`src/rtl/ram_mar.sv`:
```
// Memory stage behind the microcode decoder: MAR, 16x8 program/data RAM and a
// ready/valid byte loader that fills RAM from address 0 while prog_mode is high.
module ram_mar #(
    parameter int ADDR_W = 4,
    parameter int DATA_W = 8
) (
    input  logic              clk,
    input  logic              rst,
    input  logic              prog_mode,
    input  logic              mi,
    input  logic              ri,
    input  logic              ro,
    input  logic [DATA_W-1:0] bus_in,
    output logic [DATA_W-1:0] bus_out,
    output logic              bus_oe,
    input  logic [DATA_W-1:0] prog_data,
    input  logic              prog_valid,
    output logic              prog_ready,
    output logic              prog_done,
    output logic [ADDR_W-1:0] load_addr,
    output logic [ADDR_W-1:0] mar
);

    localparam int DEPTH = 2 ** ADDR_W;

    typedef enum logic [1:0] {
        IDLE = 2'd0,
        LOAD = 2'd1,
        DONE = 2'd2
    } state_t;

    state_t            state_q;
    logic [ADDR_W-1:0] mar_q;
    logic [ADDR_W-1:0] load_addr_q;
    logic [DATA_W-1:0] mem_q [DEPTH];

    logic              run_s;
    logic              xfer_s;
    logic              we_s;
    logic [ADDR_W-1:0] waddr_s;
    logic [DATA_W-1:0] wdata_s;

    // Single RAM write port shared by the loader and the decoder; the modes are exclusive.
    always_comb begin
        run_s  = (state_q == IDLE) && !prog_mode;
        xfer_s = (state_q == LOAD) && prog_mode && prog_valid;
        we_s   = xfer_s || (run_s && ri);
        if (xfer_s) begin
            waddr_s = load_addr_q;
            wdata_s = prog_data;
        end else begin
            waddr_s = mar_q;
            wdata_s = bus_in;
        end
    end

    // Loader FSM together with MAR and load address.
    always_ff @(posedge clk or negedge rst) begin
        if (!rst) begin
            state_q     <= IDLE;
            mar_q       <= '0;
            load_addr_q <= '0;
        end else begin
            case (state_q)
                IDLE: begin
                    if (prog_mode) begin
                        state_q     <= LOAD;
                        load_addr_q <= '0;
                    end else if (mi) begin
                        mar_q <= bus_in[ADDR_W-1:0];
                    end
                end
                LOAD: begin
                    if (!prog_mode) begin
                        state_q <= IDLE;
                        mar_q   <= '0;
                    end else if (prog_valid) begin
                        load_addr_q <= load_addr_q + ADDR_W'(1);
                        if (load_addr_q == {ADDR_W{1'b1}}) begin
                            state_q <= DONE;
                        end
                    end
                end
                DONE: begin
                    if (!prog_mode) begin
                        state_q <= IDLE;
                        mar_q   <= '0;
                    end
                end
                default: begin
                    state_q <= IDLE;
                    mar_q   <= '0;
                end
            endcase
        end
    end

    // RAM array; reset clears every word so a reset mid-load leaves no stale program.
    always_ff @(posedge clk or negedge rst) begin
        if (!rst) begin
            for (int i = 0; i < DEPTH; i++) begin
                mem_q[i] <= '0;
            end
        end else if (we_s) begin
            mem_q[waddr_s] <= wdata_s;
        end
    end

    assign bus_out    = mem_q[mar_q];
    assign bus_oe     = ro && !prog_mode;
    assign prog_ready = (state_q == LOAD) && prog_mode;
    assign prog_done  = (state_q == DONE);
    assign load_addr  = load_addr_q;
    assign mar        = mar_q;

endmodule

```
`config.mk`:
```
export PLATFORM = sky130hd
export DESIGN_NAME = ram_mar
export DESIGN_NICKNAME = d
export VERILOG_FILES = /design/src/rtl/ram_mar.sv
export SDC_FILE = /design/constraint.sdc
export NUM_CORES = 1
export LEC_CHECK = 0
export CORE_AREA = 4 4 109 111
export DETAILED_ROUTE_END_ITERATION = 7
export DIE_AREA = 0 0 113 115
export HOLD_SLACK_MARGIN = 0.06
export PLACE_DENSITY = 0.81
export SLEW_MARGIN = 20
export SYNTH_ARGS = -nofsm -noshare
export SYNTH_HDL_FRONTEND = slang
export SYNTH_SLANG_ARGS = --single-unit
```
`constraint.sdc`:
```
create_clock -name clk -period 4.2 [get_ports clk]
set_input_delay 1.26 -clock clk [delete_from_list [all_inputs] [get_ports clk]]
set_output_delay 1.26 -clock clk [all_outputs]
set_load 0.1 [all_outputs]
```
==> results of run 1 <==
==> power by group <==
part	switching [W]	internal [W]	leakage [nW]
clock network	0.000522	0.00101	0.296
registers	0.000326	0.00175	1.86
logic	0.00159	0.00132	1.68
==> per-stage QoR <==
stage,setup slack (ps),cell area (um^2),power (W),utilization [%]
after floorplan,2.69,6890,0.00409,-
after global placement,322,7570,0.00491,70.2
after detailed placement,258,7570,0.00500,70.2
after CTS,160,8190,0.00656,75.8
after global routing,94.8,8190,0.00679,75.9
final,225,8190,0.00652,75.9
==> sequential cells by signal, summed over array words and instances, names as in the netlist <==
| signal | count |
|---|---|
| load_addr | 4 |
| mar | 4 |
| state_q | 2 |
| mem_q | 128 |
==> placed cells by master (no fill, tap or decap), types with 5 or more instances in the layout <==
cell type                         Yosys  layout
sky130_fd_sc_hd__nand2_1             30      30
sky130_fd_sc_hd__inv_1                6       6
sky130_fd_sc_hd__clkbuf_8             0       5
sky130_fd_sc_hd__mux2_4              34      34
sky130_fd_sc_hd__clkbuf_1            16       5
sky130_fd_sc_hd__mux4_2              40      40
sky130_fd_sc_hd__nor4_4               6       6
sky130_fd_sc_hd__buf_12               0      11
sky130_fd_sc_hd__clkbuf_16            0      16
sky130_fd_sc_hd__a22o_1               6       6
sky130_fd_sc_hd__dfrtp_1            138     137
sky130_fd_sc_hd__mux2_2              95      95
sky130_fd_sc_hd__buf_4                2      26
sky130_fd_sc_hd__clkdlybuf4s50_1      0      24
==> logic make-up after synthesis <==
logic type,Yosys count,synth area share (%)
multiplexers,175,37.1
flip-flops,138,50.1
AND/OR/NAND/NOR,57,7.01
buffers and inverters,34,2.69
AO/OA/AOI/OAI,18,2.18
adder cells (fa/ha/maj),4,0.727
XOR/XNOR,1,0.127
==> how the worst min path moves through the flow <==
stage	startpoint	to	slack, ps
2_1_floorplan	mem_q[41]	mem_q[41]	450
3_3_place_gp	mem_q[41]	mem_q[41]	470
3_5_place_dp	mem_q[41]	mem_q[41]	480
4_1_cts	mem_q[41]	mem_q[41]	500
5_1_grt	mem_q[41]	mem_q[41]	510
6_report	mem_q[41]	mem_q[41]	500
==> layout make-up <==
cell class	count	area [um^2]
sequential	138	3450
inverter	6	22.5
tap	140	175
multi-input combinational	255	3250
clock inverter	7	138
clock buffer	25	474
timing repair buffer	62	669
fill	609	2610
==> routing by layer <==
layer	vias to the layer above	GRT usage (%)
li1	1719	-
met1	2105	34.3
met4	0	5.61
met3	4	5.42
met2	94	40.1
met5	-	0
==> critical path, delay by kind of cell (launching register included) <==
| family | cells | cell delay, ps |
|---|---|---|
| buffers and inverters | 2 | 470 |
| flip-flops | 1 | 640 |
| multiplexers | 2 | 1090 |
==> run summary, run 1 <==
The die extent in x came out at 113 um. 42 I/O pins were placed. The post-route minimum period is 3970 ps. The tools report the number of core rows as 38. The logs give 17 for the number of clock buffers inserted by TritonCTS and 14.4 mm for the routed wire length. The finished layout holds 633 standard cells, fillers aside. Last element of the critical path: bus_out[6]. The run gives 24.5% as the all-layer global routing usage. The number of maximum-capacitance constraint violations was 0. The class of the most critical setup path was reg -> out. The cell count of the worst hold path is 1.

Counting along the longest clock path gives a buffer depth of 2. Library cell with the highest instance count after synthesis: sky130_fd_sc_hd__dfrtp_1. Signal routing reaches up to met4. The number of antenna violations at the first check in global routing is 0. The total number of yosys warnings was 0; the number of failing setup endpoints in the final timing report was 0. The tools report the met2 wire length as 7.39 mm.

Sequential elements use 50.1% of the synthesized area. The routability congestion estimate was 0.819. Buffers inserted to repair hold after CTS numbered 0. The die outline height was 115 um. The number of placed instances, taps included, is 601. The net count after synthesis is 454, and the number of cell instances on the worst register-to-register path is 7. The worst setup path is launched from a flop. The cell sitting at the root of the clock tree is a sky130_fd_sc_hd__clkbuf_8.

After detailed routing, the wire length on met1 is 6.31 mm. The logs give 3922 for the via total after detailed routing and 0 ps for the final-layout setup total negative slack. Detailed routing placed a total of 665 um of wire on met3. The standard cell core area is 10800 um^2. Maximum cell stage delay along the critical path: 640 ps.

For the final count of hold timing violations, the log shows 0. For this run the aggregate overflow at the end of global routing stands at 0. After layout, the worst path uses 94.6% of the clock period.

Clock latency on the worst-skew pair, taken at its later pin, is 510 ps. In the synthesized netlist, the cells that appear most often are sky130_fd_sc_hd__dfrtp_1 (138), sky130_fd_sc_hd__mux2_2 (95), sky130_fd_sc_hd__mux4_2 (40). The first element of the critical path was mar[0].

In this run the critical register-to-register path is captured at mem_q[23]. The number of synthesized register bits was 138; the worst clock skew was 7.60 ps. Relative to the synthesized area, the layout overhead comes to 18.9%. The number of antenna diodes in the final layout is 0. The synthesized netlist occupies a cell area of 6890 um^2. The cell repeated most along the worst path was sky130_fd_sc_hd__mux4_2.

Summed over all cells, the static leakage comes to 3.84 nW. After technology mapping, the gate count stands at 427. The count of nets left with antenna violations once routing finished came out at 0.

The wire-length estimate of the detail-placed layout is 9.74 mm. The clock net in this run drives a total of 138 sinks. For this run, asynchronously set or reset flops after synthesis account for 100%. The flow ran to the end, and the final reports show no timing, DRC or antenna violations. After detailed routing, the number of remaining DRC violations is 0.

The synthesized netlist contains 37 unique library cells. The tools report the final count of pins violating max slew as 0. The fraction of final layout cells sized beyond drive strength 1 is 51.7%, and the average size of a mapped cell is 16.1 um^2. The quantity of gates resized following cts came out at 0.

In the post-synthesis netlist, the biggest area contributors are sky130_fd_sc_hd__dfrtp_1 (50%), sky130_fd_sc_hd__mux2_2 (16%), sky130_fd_sc_hd__mux4_2 (13%), sky130_fd_sc_hd__mux2_4 (7.4%), sky130_fd_sc_hd__nor4_4 (1.9%). Of all cell types, the one taking the most synthesized area is sky130_fd_sc_hd__dfrtp_1. The clock tree synthesis step divided the H-tree into 4 levels. The first global-routing pass estimated 24.2 mm of wire. Required time at the endpoint of the critical path: 2940 ps. The tools report the initial DRC count as 288. VDD sags by at most 699 uV.

The average wire per standard cell is 22.8 um. Kind of end point of the critical path: an output pin. In this run the biggest area consumer among cell types represents 50.1% of the synthesized area. In the synthesized netlist the dominant register cell turns out to be sky130_fd_sc_hd__dfrtp_1.

Buffers added to address setup during post-CTS repair amount to 0. At the end of the flow, the number of nets in the layout was 507. First-pass detailed-route iteration total: 5. For this configuration, the core starts out at a cell density of 63.8%. The worst register-to-register path has a setup slack of 1160 ps.

After clock tree synthesis, the clock-pin slew on the worst setup and hold paths is 60 ps. STA puts the critical path data arrival time at 2710 ps. Vias per cell: 6.20. The die covers 13000 um^2.

For this design, the slowest cell found on the critical path is sky130_fd_sc_hd__dfrtp_2. Dividing total power by cell area gives a power density of 796 nW/um^2. Setup repair after global routing left no endpoint under its margin.

Buffers placed on the I/O ports in this run total 41. TritonCTS built the clock tree. The critical path goes through buf_4 -> mux4_2 -> mux4_2 -> buf_12. Headroom to the max-slew limit came out at 34.8%.

For the pin with the worst max-slew slack, the measured transition is 975 ps. Entering global routing, the biggest net connects 115 pins. The synthesized design contains 0 enable-type register cells. Of all nets on the critical path, the largest fanout is 13. The run gives 4385 as the via count of the first global-routing pass.

The tightest min-delay check is of the reg -> reg type. The startpoint identified for the worst register-to-register timing path is state_q[1]. The tools report the worst hold slack across all endpoints as 497 ps. Derived from the worst setup path, the maximum achievable clock frequency is 252 MHz.
(Power assumes the default switching activity.)
==> run 2: changes to the inputs <==
--- a/config.mk
+++ b/config.mk
@@ -5,9 +5,9 @@
 export SDC_FILE = /design/constraint.sdc
 export NUM_CORES = 1
 export LEC_CHECK = 0
-export CORE_AREA = 4 4 109 111
+export CORE_AREA = 2 2 107 109
 export DETAILED_ROUTE_END_ITERATION = 7
-export DIE_AREA = 0 0 113 115
+export DIE_AREA = 0 0 109 111
 export HOLD_SLACK_MARGIN = 0.06
 export PLACE_DENSITY = 0.81
 export SLEW_MARGIN = 20
==> run summary, run 2 (synthesis results as in run 1) <==
In the global route stage, met1 resource usage came out at 39.5%. Leaving out filler cells and counting taps, the final layout contains 629. The tools report the clock root buffer master as sky130_fd_sc_hd__clkbuf_16. By instance count, the cell type seen most on the critical path is sky130_fd_sc_hd__mux4_2. Number of core rows: 39.

For the switching power of the nets, the log shows 0.00251 W. TritonCTS built the clock tree. The final global-route overflow total is 0, and the global-route wire length before repair is 25.1 mm. The run gives 0 as the hold-fix buffer count after cts. Along the worst path, the maximum fanout reaches 11. The fraction of final layout cells sized beyond drive strength 1 works out to 51.6%.

For the worst setup path, the data required time is 2940 ps. The register with the most flip-flops is mem_q. The routed layout has 3960 vias. The count of antenna diodes in the layout is 0, and the routability congestion estimate is 0.785. The clock passes through at most 2 buffers. The class of the most critical setup path is reg -> out.

The global routing stage identified its most utilized layer as met2. The flow ran to the end, and the final reports show no timing, DRC or antenna violations. For this run, the top clock speed supported by timing is 257 MHz. Adding up every negative setup slack in the final design gives 0 ps.

Setup violations remaining at the end of the flow were counted as 0. Headroom to the max-slew limit came out at 35.3%. The library cell used most frequently in the layout, excluding fill and tap cells, is sky130_fd_sc_hd__dfrtp_1. The via count of the first global-routing pass is 4411, and the post-route minimum period is 3890 ps. Post-CTS clock slew at the launch and capture registers of the worst setup and hold paths: 60 ps.

The vias per cell came out at 6.30. The tools report the kind of end point of the critical path as an output pin. Setup repair after global routing left no endpoint under its margin. The first detailed-routing pass ran for 4 iterations. The top cell types in the final layout, fill and taps aside, are sky130_fd_sc_hd__dfrtp_1 (137), sky130_fd_sc_hd__mux2_2 (95), sky130_fd_sc_hd__mux4_2 (40), sky130_fd_sc_hd__mux2_4 (34), sky130_fd_sc_hd__nand2_1 (30).

For the number of clock buffers inserted by TritonCTS, the log shows 17. The area added between synthesis and finish was 17.3%. The run gives 12100 um^2 as the die footprint.

The starting density of the core was 62.2%; the number of primary I/O pins was 42. The critical path goes through buf_4 -> mux4_2 -> mux4_2 -> buf_12. The routed design has 15.3 mm of wire. The initial DRC count was 259.

Data on the critical path arrives at its endpoint at 2630 ps. For the count of H-tree levels built during CTS, the log shows 4. The tools report the number of setup buffers added after CTS as 0.

The clock reaches the later pin of the worst-skew pair after 430 ps. The average wire per standard cell works out to 24.4 um. The startpoint type of the worst setup path is a flop. The tightest min-delay check is of the reg -> reg type. The maximum cell stage delay along the critical path was 600 ps; the final count of hold timing violations was 0. The final critical path takes up 92.7% of the cycle. Measured along the y axis, the die boundary spans 111 um. The pin count of the biggest net entering global routing is 105, and the slew of the pin with the lowest slew margin is 967 ps. Of the total power, the clock network draws 21.9%.

Power spread over the standard cell area amounts to 792 nW/um^2. VDD sags by at most 568 uV. After clock tree synthesis, the repair step resized 0 gates.

For met2 alone, demand over resource in global routing was 45.3%. Registers are responsible for 32.4% of the overall power. The internal portion of the total power is 0.00389 W. Combinational logic is responsible for 45.7% of the overall power. On the critical path, the stage with the largest delay is an instance of sky130_fd_sc_hd__dfrtp_2.

The register with the most flip-flops in the layout has 128 of them. The half-perimeter wire length after placement came out at 9.56 mm. For the sink count of the clock tree, the log shows 138. Port buffering added 41 buffers.

The final count of pins violating max slew is 0. Once placement completed, the tool counted placed cells totaling 598. The number of antenna violations at the first check in global routing was 0.

For the final database, setup skew stands at 8.71 ps. For met3 alone, demand over resource in global routing was 5.64%. The final layout contains 501 nets.

The region available for standard cell placement spans 11100 um^2. The run gives 3.78 nW as the leakage power total. Max-cap violations in this run came to 0.

In this run the horizontal extent of the chip is 109 um. The number of fill cells in the layout is 659, and the all-layer global routing usage is 28.7%. For this run, design rule violations remaining after detail routing come to 0. The post-route antenna net violation count came out at 0. The switching share of power was 39.3%.
run 2: changes by cell type in the layout (fill, tap and decap cells not counted), moves of 2 or more:
cell,delta
sky130_fd_sc_hd__buf_4,-7
sky130_fd_sc_hd__clkbuf_1,-4
sky130_fd_sc_hd__clkbuf_8,-4
sky130_fd_sc_hd__clkinv_2,+4
sky130_fd_sc_hd__bufinv_16,-3
sky130_fd_sc_hd__clkinv_4,+2
run 2: final cells by class:
cell class	count	area, um^2	share of cell area, %
clock buffers	19	443	5.48
clock inverters	12	101	1.25
flip-flops and latches	138	3450	42.8
well taps	143	179	2.21
inverters	6	22.5	0.279
multi-input cells	255	3250	40.3
repair buffers	56	624	7.73
run 2: stage by stage:
step                      hold WS (ps)  utilization, %  instance area, um^2  setup slack, ps  total power (W)
after floorplan                    452               -                 6890             2.69          0.00409
after global placement             475            68.0                 7530              312          0.00490
after detailed placement           491            68.0                 7530              226          0.00500
after CTS                          505            72.9                 8080              264          0.00643
after global routing               519            72.9                 8080              217          0.00664
final                              500            72.9                 8080              306          0.00640
run 2: power groups by stage:
| stage | clock (W) | combinational (W) | sequential (W) |
|---|---|---|---|
| finish | 0.00140 | 0.00292 | 0.00208 |
| global route | 0.00147 | 0.00305 | 0.00213 |
| CTS | 0.00142 | 0.00294 | 0.00207 |
| detailed placement | 0 | 0.00292 | 0.00208 |
| global placement | 0 | 0.00285 | 0.00205 |
| floorplan | 0 | 0.00200 | 0.00209 |
run 2: worst paths after layout:
kind / from / end / slack (ps) / cells past startpoint
max: mar[0] / bus_out[0] / 310 / 4
min: mem_q[101] / mem_q[101] / 500 / 1
max reg2reg: state_q[1] / mem_q[108] / 1310 / 7
min reg2reg: mem_q[101] / mem_q[101] / 500 / 1
max in group asynchronous: rst / mem_q[81] / 2470 / 2
min in group asynchronous: rst / load_addr[1] / 930 / 1
run 2: per-layer routing:
layer,part of all wire (%),up-vias
li1,-,1710
met1,43,2109
met2,51,108
met3,3.6,33
met4,2.8,0
met5,0,-
run 2: critical path, delay by kind of cell, from the launching register on:
kind                   cells  cell delay, ps
buffers and inverters      2             520
DFF                        1             600
muxes                      2            1070
==> run 3: changes to the inputs <==
--- a/config.mk
+++ b/config.mk
@@ -5,9 +5,9 @@
 export SDC_FILE = /design/constraint.sdc
 export NUM_CORES = 1
 export LEC_CHECK = 0
-export CORE_AREA = 2 2 107 109
+export CORE_AREA = 2 2 123 95
 export DETAILED_ROUTE_END_ITERATION = 7
-export DIE_AREA = 0 0 109 111
+export DIE_AREA = 0 0 125 97
 export HOLD_SLACK_MARGIN = 0.06
 export PLACE_DENSITY = 0.81
 export SLEW_MARGIN = 20
==> constraint.sdc (replaced) <==
create_clock -name clk -period 4.9 [get_ports clk]
set_input_delay 1.47 -clock clk [delete_from_list [all_inputs] [get_ports clk]]
set_output_delay 1.47 -clock clk [all_outputs]
set_load 0.1 [all_outputs]
==> run summary, run 3 (synthesis results as in run 1) <==
The run gives 2 as the maximum clock insertion buffer count. The library cells used most frequently in the layout, excluding fill and tap cells, are sky130_fd_sc_hd__dfrtp_1 (137), sky130_fd_sc_hd__mux2_2 (95), sky130_fd_sc_hd__mux4_2 (40), sky130_fd_sc_hd__mux2_4 (34), sky130_fd_sc_hd__nand2_1 (30). The final-layout setup total negative slack was 0 ps; the starting density of the core was 63.7%. In this run the worst setup path begins at mar[0]. After filler insertion, the fill cell instance count of the layout stands at 647. The flow ran to the end, and the final reports show no timing, DRC or antenna violations. The number of maximum-capacitance constraint violations is 0. The logs give 4 for the first-pass detailed-route iteration total and 498 for the final-stage net count. Along the worst path, the maximum fanout reaches 23.

Summed over all cells, the static leakage comes to 3.76 nW. Data on the critical path is required at its endpoint by 3430 ps. The part of the total power dissipated in the clock network was 24.9%.

Clock-pin slew was measured on the worst setup and hold paths at 60 ps. The number of setup buffers added after CTS was 0; the placement-stage worst setup slack was 533 ps. Walking the worst path, the cells encountered are buf_12 -> mux4_2 -> mux4_2 -> buf_4. In this run, placement finished with an instance count of 592. Kind of end point of the critical path: an output pin. The number of antenna violations at the first check in global routing came out at 0.

The run gives 0 as the DRC violations left. Clock latency on the worst-skew pair, taken at its later pin, is 420 ps. Gates resized during post-CTS repair numbered 0. The final global-route overflow total is 0.

Setup repair after global routing left no endpoint under its margin. The tools report the maximum resistive drop on vdd as 311 uV. Class of the most critical setup path: reg -> out. After the first detailed-routing iteration, the DRC count stood at 295. Register with the most flip-flops: mem_q.

The cell count of the worst hold path was 1; the vias per cell was 6.37. The logs give 624 for the count of non-filler cells in the finished layout and 0 for the post-route antenna net violation count. The die extent in x was 125 um; the half-perimeter wire length after placement was 9.92 mm. Hold-fix buffer count after cts: 0.

The count of H-tree levels built during CTS was 4. In this run the most critical hold path is launched from mem_q[41]. Global routing used 27.2% of the available tracks across all layers. The run gives 12100 um^2 as the die footprint. Counting I/O delays and the setup requirement, the final critical path takes 4170 ps. Power spread over the standard cell area amounts to 676 nW/um^2. Most common cell after layout, fill and taps aside: sky130_fd_sc_hd__dfrtp_1. The average wire per standard cell was 24.5 um; the maximum cell stage delay along the critical path was 680 ps. The internal portion of the total power is 0.00332 W.

The analysis attributes to net switching a power of 0.00212 W. Final count of hold timing violations: 0. The via count of the first global-routing pass was 4226. TritonCTS built the clock tree.

The count of input and output buffers is 41. The number of antenna diodes in the final layout is 0. The critical path crosses 4 cells after its start point.

Between clock sinks in the finished design, the worst skew comes to 10.5 ps. The run gives 17 as the number of clock buffers inserted by TritonCTS. Startpoint of the most critical register-to-register path: state_q[1]. The tools report the worst slew margin relative to its limit as 34.1%. The clock root buffer master was sky130_fd_sc_hd__clkbuf_16. The ratio of final minimum period to clock period is 85.1%.

The logs give 82 for the pin count of the biggest net entering global routing and 24.7 mm for the global-route wire length before repair. For this design the top-level I/O count stands at 42. For the final worst-path setup slack, the log shows 732 ps.

The via total after detailed routing came out at 3972. Sequential cells burn 32.6% of the power. The routability congestion estimate was 0.834.

The combined buffer and inverter count along the critical path was 2. The clock drives 138 sinks. The most numerous cell type found on the critical path is sky130_fd_sc_hd__mux4_2. The area added between synthesis and finish is 16.9%.

The worst setup path is launched from a flop. In this run switching power makes up 38.9% of total power. The fraction of final layout cells sized beyond drive strength 1 works out to 50.2%. The register with the most flip-flops in the layout has 128 of them. The routed wire length is 15.3 mm, and the number of cell instances on the worst register-to-register path is 7. The tools report the combinational share of power as 42.5%.

The largest individual stage delay along the critical path comes from the cell sky130_fd_sc_hd__dfrtp_2. The slew of the pin with the lowest slew margin works out to 986 ps. The data arrival time of the critical path is 2700 ps. The kind of cell with the highest combined delay on the critical path is multiplexers. Standard cell core area: 10800 um^2. For the final count of pins violating max slew, the log shows 0. The tools report the number of failing setup endpoints in the final timing report as 0.

The number of core rows was 33; the die outline height was 97 um. The min-delay analysis places its worst path in the category reg -> reg. For this run, the top clock speed supported by timing is 240 MHz.
run 3: cell types whose count changed in the layout (fill, tap and decap cells not counted), sizes merged:
cell / delta
bufinv: +3
clkinvlp: -1
clkdlybuf4s50: +4
clkinv: -3
buf: -7
clkbuf: +2
run 3: worst paths after layout:
kind                       slack [ps]         end
setup / recovery                  730  bus_out[1]
min in group asynchronous        1070   mem_q[90]
hold reg to reg                   500   mem_q[41]
setup reg to reg                 1800   mem_q[55]
max in group asynchronous        2900   mem_q[22]
hold / removal                    500   mem_q[41]
run 3: through the flow:
step | utilization, % | hold WS (ps) | total power (W) | cell area (um^2)
finish | 74.4 | 498 | 0.00544 | 8050
floorplan | - | 452 | 0.00351 | 6890
detailed placement | 68.7 | 490 | 0.00409 | 7430
global placement | 68.7 | 467 | 0.00402 | 7430
CTS | 74.4 | 503 | 0.00546 | 8050
global route | 74.4 | 516 | 0.00565 | 8050
run 3: power groups by stage:
stage	Clock, W	Sequential, W	Combinational (W)
3_5_place_dp	0	0.00178	0.00231
3_3_place_gp	0	0.00175	0.00227
5_1_grt	0.00141	0.00182	0.00242
6_report	0.00135	0.00177	0.00231
4_1_cts	0.00136	0.00177	0.00232
2_1_floorplan	0	0.00179	0.00172
run 3: worst register-to-register path: cells and delay by family (launching register included):
family | cells | cell delay (ps)
DFF | 1 | 390
and+or+nand+nor | 2 | 920
muxes | 2 | 980
buffers and inverters | 2 | 370
adders and majority gates | 1 | 310
run 3: routing by layer:
metal  GRT usage (%)  vias up  part of all wire, %
met3            5.92       19                  5.2
li1                -     1708                    -
met1            41.0     2127                   46
met5               0        -                    0
met2            40.0      118                   47
met4            8.89        0                  1.5
run 3: area by class of cell:
cell class                 instances  area (um^2)  area share (%)
sequential                       138         3450            42.9
multi-input combinational        255         3250            40.4
clock inverter                    11          169            2.10
clock buffer                      21          450            5.60
timing repair buffer              53          524            6.51
inverter                           6         22.5           0.280
tap                              140          175            2.18
